## config.mk

```make
export PLATFORM = sky130hd
export DESIGN_NAME = csr_hpm_counters
export DESIGN_NICKNAME = d
export VERILOG_FILES = /design/src/rtl/csr_hpm_counters.sv
export SDC_FILE = /design/constraint.sdc
export NUM_CORES = 1
export LEC_CHECK = 0
export CAP_MARGIN = 20
export CELL_PAD_IN_SITES_DETAIL_PLACEMENT = 0
export CELL_PAD_IN_SITES_GLOBAL_PLACEMENT = 1
export CORE_UTILIZATION = 39
export DETAILED_ROUTE_END_ITERATION = 6
export HOLD_SLACK_MARGIN = 0.03
export PLACE_DENSITY_LB_ADDON = 0.1
export SLEW_MARGIN = 20
export SYNTH_ARGS = -nofsm -noshare
export SYNTH_HDL_FRONTEND = slang
export SYNTH_SLANG_ARGS = --single-unit
export TNS_END_PERCENT = 30
```

## constraint.sdc

```tcl
create_clock -name clk -period 3 [get_ports clk]
set_input_delay 0.45 -clock clk [delete_from_list [all_inputs] [get_ports clk]]
set_output_delay 0.45 -clock clk [all_outputs]
set_load 0.02 [all_outputs]
```

## src/rtl/csr_hpm_counters.sv

```systemverilog
// Machine hardware performance-monitor CSR block: selectable-event counters, inhibit mask, overflow interrupt.
// Latency: reads are combinational from register state; writes and event counts land on the next clk edge.
// Backpressure: none; every CSR access is accepted in the cycle it is presented.
module csr_hpm_counters #(
    parameter int COUNTER_COUNT = 4,
    parameter int COUNTER_WIDTH = 64,
    parameter int EVENT_COUNT   = 8
) (
    input  logic                   clk,
    input  logic                   rst,
    input  logic                   csrWriteEnable,
    input  logic                   csrReadEnable,
    input  logic [11:0]            csrWriteAddress,
    input  logic [11:0]            csrReadAddress,
    input  logic [31:0]            csrWriteData,
    output logic [31:0]            csrReadData,
    output logic                   csrRequestOutput,
    input  logic [EVENT_COUNT-1:0] events,
    output logic                   overflowInterrupt
);

    localparam int          HI_W              = COUNTER_WIDTH - 32;
    localparam logic [11:0] ADDR_INHIBIT      = 12'h320;
    localparam logic [11:0] ADDR_EVENT_BASE   = 12'h323;
    localparam logic [11:0] ADDR_CNT_LO_BASE  = 12'hB03;
    localparam logic [11:0] ADDR_CNT_HI_BASE  = 12'hB83;
    localparam logic [11:0] ADDR_UCNT_LO_BASE = 12'hC03;
    localparam logic [11:0] ADDR_UCNT_HI_BASE = 12'hC83;
    localparam logic [4:0]  SEL_MAX           = 5'(EVENT_COUNT);

    // Architectural state
    logic [COUNTER_WIDTH-1:0] cnt_q [COUNTER_COUNT];
    logic [COUNTER_WIDTH-1:0] cnt_d [COUNTER_COUNT];
    logic [4:0]               sel_q [COUNTER_COUNT];
    logic [4:0]               sel_d [COUNTER_COUNT];
    logic [COUNTER_COUNT-1:0] ovie_q, ovie_d;
    logic [COUNTER_COUNT-1:0] of_q, of_d;
    logic [COUNTER_COUNT-1:0] inhibit_q, inhibit_d;

    // Per-counter decode of this cycle's write and count activity
    logic [COUNTER_COUNT-1:0] wr_lo, wr_hi, wr_evt, inc, wrap;
    logic                     wr_inhibit;
    logic [31:0]              evt_ext;
    logic [4:0]               wr_sel;

    logic                     rd_hit;
    logic [31:0]              rd_data;

    // Bit 0 is tied low so SEL=0 naturally selects "no event"
    always_comb begin
        evt_ext                  = '0;
        evt_ext[EVENT_COUNT:1]   = events;
    end

    // Out-of-range selector writes collapse to "no event"
    assign wr_sel     = (csrWriteData[4:0] > SEL_MAX) ? 5'd0 : csrWriteData[4:0];
    assign wr_inhibit = csrWriteEnable && (csrWriteAddress == ADDR_INHIBIT);

    // Decode writes and detect increments/wraps; a counter write overrides its own increment
    always_comb begin
        wr_lo  = '0;
        wr_hi  = '0;
        wr_evt = '0;
        inc    = '0;
        wrap   = '0;
        for (int i = 0; i < COUNTER_COUNT; i++) begin
            wr_lo[i]  = csrWriteEnable && (csrWriteAddress == ADDR_CNT_LO_BASE + 12'(i));
            wr_hi[i]  = csrWriteEnable && (csrWriteAddress == ADDR_CNT_HI_BASE + 12'(i));
            wr_evt[i] = csrWriteEnable && (csrWriteAddress == ADDR_EVENT_BASE + 12'(i));
            inc[i]    = evt_ext[sel_q[i]] && !inhibit_q[i] && !wr_lo[i] && !wr_hi[i];
            wrap[i]   = inc[i] && (&cnt_q[i]);
        end
    end

    // Next-state for counters, selectors and flags; hardware overflow wins over a software OF clear
    always_comb begin
        inhibit_d = inhibit_q;
        ovie_d    = ovie_q;
        of_d      = of_q | wrap;
        if (wr_inhibit) begin
            inhibit_d = csrWriteData[3 +: COUNTER_COUNT];
        end
        for (int i = 0; i < COUNTER_COUNT; i++) begin
            cnt_d[i] = cnt_q[i];
            sel_d[i] = sel_q[i];
            if (wr_lo[i]) begin
                cnt_d[i][31:0] = csrWriteData;
            end else if (wr_hi[i]) begin
                cnt_d[i][COUNTER_WIDTH-1:32] = csrWriteData[HI_W-1:0];
            end else if (inc[i]) begin
                cnt_d[i] = cnt_q[i] + COUNTER_WIDTH'(1);
            end
            if (wr_evt[i]) begin
                sel_d[i]  = wr_sel;
                ovie_d[i] = csrWriteData[30];
                of_d[i]   = csrWriteData[31] | wrap[i];
            end
        end
    end

    // State registers, cleared asynchronously
    always_ff @(posedge clk or negedge rst) begin
        if (!rst) begin
            for (int i = 0; i < COUNTER_COUNT; i++) begin
                cnt_q[i] <= '0;
                sel_q[i] <= '0;
            end
            ovie_q    <= '0;
            of_q      <= '0;
            inhibit_q <= '0;
        end else begin
            for (int i = 0; i < COUNTER_COUNT; i++) begin
                cnt_q[i] <= cnt_d[i];
                sel_q[i] <= sel_d[i];
            end
            ovie_q    <= ovie_d;
            of_q      <= of_d;
            inhibit_q <= inhibit_d;
        end
    end

    // Read mux over current state; user-mode shadows alias the machine counters
    always_comb begin
        rd_hit  = 1'b0;
        rd_data = '0;
        if (csrReadAddress == ADDR_INHIBIT) begin
            rd_hit  = 1'b1;
            rd_data = 32'({inhibit_q, 3'b000});
        end
        for (int i = 0; i < COUNTER_COUNT; i++) begin
            if ((csrReadAddress == ADDR_CNT_LO_BASE + 12'(i)) ||
                (csrReadAddress == ADDR_UCNT_LO_BASE + 12'(i))) begin
                rd_hit  = 1'b1;
                rd_data = cnt_q[i][31:0];
            end
            if ((csrReadAddress == ADDR_CNT_HI_BASE + 12'(i)) ||
                (csrReadAddress == ADDR_UCNT_HI_BASE + 12'(i))) begin
                rd_hit  = 1'b1;
                rd_data = 32'(cnt_q[i][COUNTER_WIDTH-1:32]);
            end
            if (csrReadAddress == ADDR_EVENT_BASE + 12'(i)) begin
                rd_hit  = 1'b1;
                rd_data = {of_q[i], ovie_q[i], 25'b0, sel_q[i]};
            end
        end
    end

    assign csrRequestOutput  = csrReadEnable && rd_hit;
    assign csrReadData       = csrRequestOutput ? rd_data : 32'd0;
    assign overflowInterrupt = |(of_q & ovie_q);

endmodule

```

; Word level (Yosys, flattened, before mapping)
; Cells that the tools add are included.
[word_totals]
elab_cells = 202
regBits = 288
[op_classes]
mux = 56
magnitude_cmp = 5
n_reduce_logical = 71
n_eq_ne = 38
bitwise = 10
n_addsub = 4
[ops]
columns = operator, n
row1 = $mux 32, 25
row2 = $eq 12x12->1 const B, 24
row3 = $add 64x1->64 const B, 4
row4 = $mux 64, 4
row5 = $reduce_and 64->1, 4
row6 = $eq 12x10->1 const B, 10
row7 = $logic_and 1x1->1, 30
row8 = $lt 5x6->1 const B, 4
row9 = $mux 1, 21
row10 = $bmux 1 s5, 4
row11 = $reduce_and 2->1, 8
row12 = $reduce_bool 2->1, 8
row13 = $logic_not 1->1, 12
row14 = $logic_or 1x1->1, 8
row15 = $ne 2x2->1 const B, 4
row16 = $mux 7, 1
row17 = $gt 5x4->1 const B, 1
row18 = $mux 5, 1
row19 = $and 4x4->4, 1
row20 = $not 1->1, 4
row21 = $or 1x1->1, 4
row22 = $or 4x4->4, 1
row23 = $reduce_or 4->1, 1

; Longest topological paths before layout
; Gate-level depths: netlist (run 1).
[logic_depth]
ltp_word = 16
ltp_mapped = 11

; Worst setup path after synthesis (run 1)
; OpenSTA, ideal clock, no wires.
[synth_timing]
kind = input -> output
from = input csrReadAddress[5]
to = output csrReadData[16]
path_buffers = 3
slack_ns = -0.207
t_arrival_ns = 2.757
cell_stages = 11
required_ns = 2.550
cell_sequence = clkbuf_1 -> nor2b_1 -> o21ai_0 -> clkbuf_1 -> o21ai_0 -> a32oi_1 -> a21bo_2 -> inv_2 -> nand2_1 -> buf_2 -> a221oi_1
[synth_via]
elab_chain_cells = 16
elab_cells_between_ends = 56
[synth_lines]
columns = element, line_no
row1 = from (decl), 14  ; input logic [11:0] csrReadAddress,
row2 = $eq 12x10->1 (tied with other cells), 126  ; if (csrReadAddress == ADDR_INHIBIT) begin
row3 = $mux 1 or $logic_or 1x1->1 (tied branches), "126, 131"
row4 = $mux 1, 131  ; if ((csrReadAddress == ADDR_CNT_LO_BASE + 12'(i)) ||
row5 = $mux 1, 136  ; if ((csrReadAddress == ADDR_CNT_HI_BASE + 12'(i)) ||
row6 = $mux 1, 141  ; if (csrReadAddress == ADDR_EVENT_BASE + 12'(i)) begin
row7 = $mux 1, 131
row8 = $mux 1, 136
row9 = $mux 1, 141
row10 = $mux 1, 131
row11 = $mux 1, 136
row12 = $mux 1, 141
row13 = $mux 1, 131
row14 = $mux 1, 136
row15 = $mux 1 *, 141
row16 = $logic_and 1x1->1 *, 148  ; assign csrRequestOutput = csrReadEnable && rd_hit;
row17 = net csrRequestOutput, 17  ; output logic csrRequestOutput,
row18 = $mux 32 *, 149  ; assign csrReadData = csrRequestOutput ? rd_data : 32'd0;
row19 = to (decl), 16  ; output logic [31:0] csrReadData,
; Mark *: on every way through the listed nets, which the timed path passes. The rest lies on a longest branch.

; Worst setup path in the final report (run 1)
[layout_timing]
from = input csrReadAddress[2]
to = output csrReadData[9]
[layout_via]
elab_chain_cells = 16
elab_cells_between_ends = 56
[layout_lines]
columns = element, line_no
row1 = $eq 12x10->1 (tied with other cells), 126
row2 = $mux 1 or $logic_or 1x1->1 (tied branches), "126, 131"
row3 = $mux 1, 131
row4 = $mux 1, 136
row5 = $mux 1, 141
row6 = $mux 1, 131
row7 = $mux 1, 136
row8 = $mux 1, 141
row9 = $mux 1, 131
row10 = $mux 1, 136
row11 = $mux 1, 141
row12 = $mux 1, 131
row13 = $mux 1, 136
row14 = $mux 1, 141
row15 = $logic_and 1x1->1, 148
row16 = $mux 32 *, 149
; Mark *: on every way between the ends. The rest lies on a longest branch, timed or not.

==> results of run 1 <==
-- power groups by stage --
stage               logic, mW  registers, mW  clock network, mW
global route            0.750           3.95               4.67
detailed placement      0.601           4.02                  0
global placement        0.598           4.01                  0
CTS                     0.670           3.95               4.56
floorplan               0.177           4.00                  0
finish                  0.717           3.95               4.48
-- per-layer routing --
metal	vias to the layer above	track usage	share of wire
met5	-	0	0
met4	0	0.122	0.035
met3	159	0.0421	0.068
met2	815	0.558	0.46
met1	10200	0.503	0.44
li1	9217	-	-
-- Yosys cell counts, drive strengths merged, types with 7 or more instances --
| cell | number |
|---|---|
| nor2 | 142 |
| o311ai | 12 |
| or3 | 11 |
| xnor2 | 159 |
| a21oi | 73 |
| clkbuf | 119 |
| and2 | 19 |
| a22oi | 31 |
| inv | 48 |
| a211oi | 9 |
| and4 | 22 |
| nor3 | 119 |
| mux2 | 15 |
| nand4 | 77 |
| a221o | 19 |
| o211ai | 25 |
| o21ai | 246 |
| nor4b | 8 |
| nor4 | 53 |
| o22ai | 32 |
| a31oi | 12 |
| nand3 | 106 |
| buf | 46 |
| xor2 | 59 |
| mux2i | 17 |
| and3 | 45 |
| nand2 | 400 |
| or2 | 7 |
| a221oi | 44 |
| dfrtp | 288 |
-- cells in the final DEF, fill, tap and decap left out, types with 42 or more instances in the layout --
master and instances:
nand4_1 76, clkdlybuf4s50_1 55, nand3_1 100, o21ai_0 191, o21ai_1 50, nor2_1 133
xor2_1 59, nand2_1 394, xnor2_1 159, a21oi_1 54, buf_6 42, clkbuf_16 42
nor3_1 92, buf_4 299, dfrtp_1 288, inv_1 47
-- final timing paths --
| check | slack, ns | cells after the start | from | to |
|---|---|---|---|---|
| max in group asynchronous | 1.66 | 3 | rst | cnt_q[156] |
| setup reg to reg | 0.11 | 8 | cnt_q[30] | cnt_q[62] |
| hold reg to reg | 0.57 | 1 | cnt_q[148] | cnt_q[148] |
| setup / recovery | -0.02 | 12 | csrReadAddress[2] | csrReadData[9] |
| hold / removal | 0.44 | 2 | rst | inhibit_q[2] |
| min in group clk | 0.57 | 1 | cnt_q[148] | cnt_q[148] |
-- sequential cells by signal (all words and copies together), names as in the netlist --
signal	count
cnt_q	256
sel_q	20
ovie_q	4
inhibit_q	4
of_q	4
-- through the flow --
step                      hold slack (ns)  area (µm²)  cells  TNS, ns  worst slack (ns)
after global routing                0.490       26300   3375   -0.282           -0.0391
after floorplan                     0.154       19300   2352    -2.74            -0.173
after global placement              0.457       23300   3264   -32.40             -1.03
after CTS                           0.448       25800   3360   -0.384           -0.0727
after detailed placement            0.455       23300   3264   -33.39             -1.04
final                               0.439       26300   3375  -0.0217           -0.0217
-- area by class of cell --
class | count | area, µm² | share of cell area
Tap cell | 656 | 821 | 0.0312
Sequential cell | 288 | 7210 | 0.274
Antenna cell | 1 | 2.50 | 0.0000952
Multi-Input combinational cell | 1851 | 12300 | 0.469
Clock inverter | 12 | 101 | 0.00385
Clock buffer | 50 | 1090 | 0.0414
Inverter | 48 | 183 | 0.00695
Timing Repair Buffer | 469 | 4560 | 0.174
-- timing repair --
item | CTS | global route
pin swaps | 69 | 40
endpoints found under the hold margin | 56 | 0
gates resized for setup | 385 | 85
cloned | 12 | 3
hold buffers | 1 | 0
setup buffers | 29 | 14
setup endpoints to repair | 33 | 33
-- cells by family (layout without fill, tap and decap cells) --
logic type               Yosys count  after routing  share of synthesized area
multiplexers                      36             36                     0.0223
adder cells (fa/ha/maj)            4              4                    0.00261
AO/OA/AOI/OAI                    545            545                      0.179
buffers and inverters            213            579                     0.0450
XOR/XNOR                         218            218                     0.0994
flip-flops                       288            288                      0.375
AND/OR/NAND/NOR                 1048           1048                      0.276
other                              0              1                          0
==> results by group, run 1 <==
Outcome
  • Status: finished, violations left
  • Failing checks: negative setup slack

Setup path
  • Arrival @ worst endpoint: 2.57 ns
  • Slowest cell delay on critical path: 0.35 ns
  • Critical path cell sequence: buf_6 > buf_6 > buf_4 > and4_4 > buf_12 > buf_16 > a22oi_2 > o22ai_2 > a221o_1 > a21oi_2 > nor3_2 > buf_4
  • Worst Path Required: between 2 and 3 ns
  • CP max FO: 10
  • Slowest CP cell: a221o_1
  • Worst Setup End Kind: output port
  • CP top delay family: compound AO/OA/AOI/OAI gates
  • Critical path type: input pin to output port
  • Worst setup SP type: input pin
  • Critical path buffer and inverter count: 6

Die
  • Row count: 80
  • IO Pins: 102
  • Die Span X: 224 µm
  • Core area: 48,100 µm²
  • Initial Utilization: 0.399
  • Die ar.: 50,100 µm²
  • Die H: roughly 220 µm

Power
  • Reg power frac: 0.432
  • Total power: 9.15 mW
  • Max VDD drop: 0.410 mV
  • Int Power: 6.82 mW
  • Clock power frac: 0.490
  • P_leak: 9.88 nW
  • Net Sw Power: 2.33 mW
  • Logic gate share of total power: 0.078
  • Sw Share: 0.255
  • Pwr/cell area: 348 nW/µm²

Yosys
  • Synth warn: 0
  • Post-Syn Area per Cell: 8.17 µm²
  • Seq cells post-synth: 288
  • Top cells by area, synth: dfrtp_1, nand2_1, xnor2_1
  • Mapped cell area: 19,200 µm²
  • Top_reg_cell synth: dfrtp_1
  • Seq/Total Area, Yosys: 0.375
  • Yosys cell types: 86
  • Fraction of registers with async set/reset: 1.00
  • Post-synth EDFFs: 0
  • Syn_nets: 2,424
  • Top-area cell type share of the netlist area: 0.375
  • Syn Inst Count: 2,352
  • Area leader, netlist: dfrtp_1

Routing
  • Drt first pass iters: 6
  • Post-DR vias/cell: 6.04
  • Vias: about 20k
  • Final ANT Viol Nets: 0
  • DRC: 0
  • Wirelength per Cell: 26.6 µm
  • Final WL: 89,700 µm
  • Iteration-0 DRC Markers: 1,913

Global route
  • Largest net degree at the start of global routing: 64
  • Initial antenna violation count: 1
  • First-pass GRT wire length: 131,000 µm
  • Remaining Overflow, GRT: 0
  • Gr usage total: 0.355
  • Number of global-route vias before repair: 19.5k

Clocking
  • Max Buffers Root-to-Sink: 3
  • CTS clock-pin slew for the worst setup and hold paths: 0.06 ns
  • CTS sink cnt: between 200 and 300
  • Clock Latency Late Sink: 0.56 ns
  • H-tree levels: 2
  • TritonCTS buffer count: 37
  • Root buf cell: clkbuf_16
  • CTS tree: yes

Timing
  • Least-Margin Pin Slew: between 0.9 and 1 ns
  • Clock skew: 0.0190 ns
  • Max Fclk: between 0.3 and 0.4 GHz
  • Final worst setup slack: -0.0217 ns
  • Worst rel slew slack: 0.332
  • Hold Vio Cnt, Final: 0
  • RSZ-0062 raised after global routing: true
  • Min cycle time layout: 3.02 ns
  • Final worst-path cycle share: 1.01
  • Final Max Tran Viols: 0
  • Final setup fails: 1

Place
  • PortBufs: 101
  • DPL Wire Length: 65,900 µm
  • GPL Wtd Cong: 1.02

Job
  • Max-Cap Viols: 0

Worst hold path
  • Hold Path Class: input pin to asynchronous set/reset pin

Cells and area
  • Core Util, Final: 0.546
  • Synth-to-layout area growth: 36.9%
  • Number of fillers in the final layout: about 4.4k
  • Layout Nets: ~2.8k
  • Share of layout cells above drive strength 1: 0.257
(Power assumes the default switching activity.)
==> inputs of run 2 (changes only) <==
CTS_CLUSTER_SIZE = 8   (was default)
GPL_TIMING_DRIVEN = 0   (was default)
HOLD_SLACK_MARGIN = default   (was 0.03)
==> run 2 against run 1 <==
Compared with the run above:
- the flow still finishes with violations (negative setup slack)
- total power fell by 1.3%
- via count fell by 0.67%
- non-clock buffer count fell by 156
- first-iteration DRC count rose by 11%
- clock power barely moved
- sequential cell count did not move
- critical path depth fell by 2
- sequential share of layout area rose by 2.1 points
- fmax fell by 4.2%
- hold slack got worse by 0.21 ns
- register-to-register slack got worse by 0.15 ns
- cell count fell by 5.0%
- critical path type unchanged
- largest cell class unchanged
- largest power group unchanged
- highest routed layer unchanged
==> results by group, run 2 (synthesis results as in run 1) <==
Routing
  • Final WL: 91,100 µm (+1.6%)
  • DRT met1 WL: 38,400 µm (-2.9%)
  • Iteration-0 DRC Markers: 2,132 (+11%)
  • Highest routed layer: met4
  • Drt first pass iters: 7 (+1)
  • Vias: 20.3k (-0.67%)
  • Final ANT Viol Nets: 0 (unchanged)
  • Wirelength per Cell: 28.4 µm (+6.9%)
  • Routed wl met3: 6990 µm (+14%)
  • Post-DR vias/cell: 6.32 (+4.6%)
  • DRC: 0 (unchanged)
  • Total length of routed met2 wires: 41,700 µm (+2.0%)

Clocking
  • H-tree levels: 2 (unchanged)
  • CTS sink cnt: 288 (unchanged)
  • Max Buffers Root-to-Sink: 3 (unchanged)
  • Clock Latency Late Sink: 0.59 ns (+0.03 ns)
  • TritonCTS buffer count: 42 (+14%)
  • CTS clock-pin slew for the worst setup and hold paths: 0.05 ns (about the same)
  • Root buf cell: clkbuf_16
  • CTS tree: yes

Place
  • GPL Wtd Cong: 0.993 (-2.3%)
  • Place WS: -2.18 ns (-1.14 ns)
  • PortBufs: 71 (-30%)
  • Area after DPL: 20,900 µm² (-10%)
  • DPL Wire Length: 67,600 µm (+2.7%)

Timing
  • Max Fclk: 0.317 GHz (-4.2%)
  • RSZ-0062 raised after global routing: true
  • Final setup fails: 6 (+5)
  • Min cycle time layout: 3.16 ns (+0.134 ns)
  • Least-Margin Pin Slew: 1.21 ns (+0.214 ns)
  • Final worst-path cycle share: 1.05 (+0.0447)
  • Hold Worst Slack: 0.226 ns (-0.213 ns)
  • Hold Vio Cnt, Final: 0 (unchanged)
  • Worst rel slew slack: 0.192 (-0.140)
  • Final Max Tran Viols: 0 (unchanged)
  • Final worst setup slack: -0.156 ns (-0.134 ns)
  • Clock skew: 0.0298 ns (+0.0107 ns)

Setup path
  • Worst r2r src: sel_q[15]
  • Worst Path Required: 2.55 ns (about the same)
  • Critical path type: input pin to output port
  • R2R setup slack: -0.04 ns (-0.15 ns)
  • Slowest cell delay on critical path: 0.35 ns (about the same)
  • Arrival @ worst endpoint: 2.71 ns (+0.14 ns)
  • FF-to-FF End: cnt_q[224]
  • CP top delay family: buffers and inverters
  • Critical path cell sequence: buf_2 > buf_4 > nand4_1 > clkbuf_2 > o22ai_1 > a21oi_1 > o22ai_2 > a21oi_1 > nor4_4 > buf_4
  • Slowest CP cell: o22ai_1
  • CP max FO: 10 (unchanged)
  • Critical Path Source: csrReadAddress[0]
  • Critical Path Sink: csrReadData[30]
  • Worst Setup End Kind: output port
  • Instance count on the critical path: 10 (-2)
  • Critical path buffer and inverter count: 4 (-2)
  • Cells on worst reg2reg path: 8 (unchanged)
  • Worst setup SP type: input pin

Cells and area
  • Number of fillers in the final layout: 4,537 (+2.2%)
  • Share of layout cells above drive strength 1: 0.197 (-0.0603)
  • Antenna Cells: 0 (-1)
  • Synth-to-layout area growth: 27.1%
  • Post-route cell area: 24,400 µm² (-7.1%)
  • Largest Register: cnt_q
  • Most common cell after layout, fill and taps aside: nand2_1
  • Max reg flops: 256 (unchanged)
  • Largest registers: cnt_q x256, sel_q x20
  • Commonest cells after routing, fill and taps aside: nand2_1, dfrtp_1, o21ai_0
  • Layout Nets: 2,616 (-5.5%)

Die
  • Die H: 224 µm (unchanged)
  • Row count: 80 (unchanged)
  • IO Pins: 102 (unchanged)
  • Core area: 48,100 µm² (unchanged)
  • Initial Utilization: 0.399 (unchanged)
  • Die Span X: 224 µm (unchanged)
  • Die ar.: 50,100 µm² (unchanged)

Global route
  • First-pass GRT wire length: 132,000 µm (+1.1%)
  • Number of global-route vias before repair: 19.5k (+0.20%)
  • Largest net degree at the start of global routing: 91 (+42%)
  • Remaining Overflow, GRT: 0 (unchanged)
  • Initial antenna violation count: 2 (+1)
  • Gr usage total: 0.359 (+0.00404)

Power
  • Max VDD drop: 0.318 mV (-22%)
  • Reg power frac: 0.438 (+0.006)
  • Net Sw Power: 2.34 mW (+0.41%)
  • Sw Share: 0.259 (+0.00453)
  • Logic gate share of total power: 0.069 (-0.009)
  • Clock power frac: 0.493 (+0.003)
  • Pwr/cell area: 370 nW/µm² (+6.2%)
  • P_leak: 8.71 nW (-12%)
  • Int Power: 6.69 mW (-1.9%)
  • Total power: 9.03 mW (-1.3%)

Job
  • Max-Cap Viols: 0 (unchanged)

Worst hold path
  • Hold Path Class: input pin to flip-flop

Outcome
  • Status: finished, violations left
  • Failing checks: negative setup slack
==> run 2: tightest hold or removal path, stage by stage <==
cell,delay (ns)
buf_4,0.18
nand2_1,0.08
o21ai_1,0.05
==> run 2: what timing repair did <==
| action | in CTS | in global routing |
|---|---|---|
| pin swaps | 44 | 39 |
| resized for setup | 511 | 113 |
| hold endpoints to repair | 38 | 0 |
| cloned | 2 | 1 |
| endpoints found under the setup margin | 257 | 156 |
| hold buffers | 1 | 0 |
| buffers inserted | 63 | 16 |
==> run 2: how the worst min path moves through the flow <==
stage,start,to,slack [ns],cells after the start
floorplan,rst,cnt_q[0],0.15,0
global placement,ovie_q[1],ovie_q[1],0.52,1
detailed placement,rst,cnt_q[165],0.37,1
CTS,csrWriteData[19],cnt_q[51],0.21,3
global route,csrWriteData[21],cnt_q[245],0.23,3
finish,csrWriteData[19],cnt_q[51],0.23,3
==> run 2: area by class of cell <==
cell class	instances	area (µm²)	area share
Multi-Input combinational cell	1851	12600	0.516
Clock buffer	49	1120	0.0458
Inverter	48	191	0.00784
Tap cell	656	821	0.0336
Buffer	156	1020	0.0420
Timing Repair Buffer	157	1450	0.0594
Clock inverter	1	8.76	0.000359
Sequential cell	288	7210	0.295
==> run 2: per-layer routing <==
layer | global-route usage | up-vias
li1 | - | 8921
met1 | 0.485 | 10100
met2 | 0.578 | 1016
met3 | 0.0540 | 219
met4 | 0.138 | 0
met5 | 0 | -
==> run 2: power groups by stage <==
stage               combinational [mW]  sequential, mW  clock (mW)
floorplan                        0.177            4.00           0
global placement                 0.476            4.02           0
detailed placement               0.497            4.02           0
CTS                              0.581            3.95        4.49
global route                     0.649            3.95        4.61
finish                           0.623            3.95        4.45
==> run 2: per-stage QoR <==
step	utilization	setup TNS [ns]	cells
6_report	0.507	-0.336	3206
5_1_grt	0.507	-1.03	3206
4_1_cts	0.495	-0.0769	3191
3_5_place_dp	0.435	-278.76	3082
3_3_place_gp	0.433	-3816.70	3079
2_1_floorplan	-	-2.74	2352
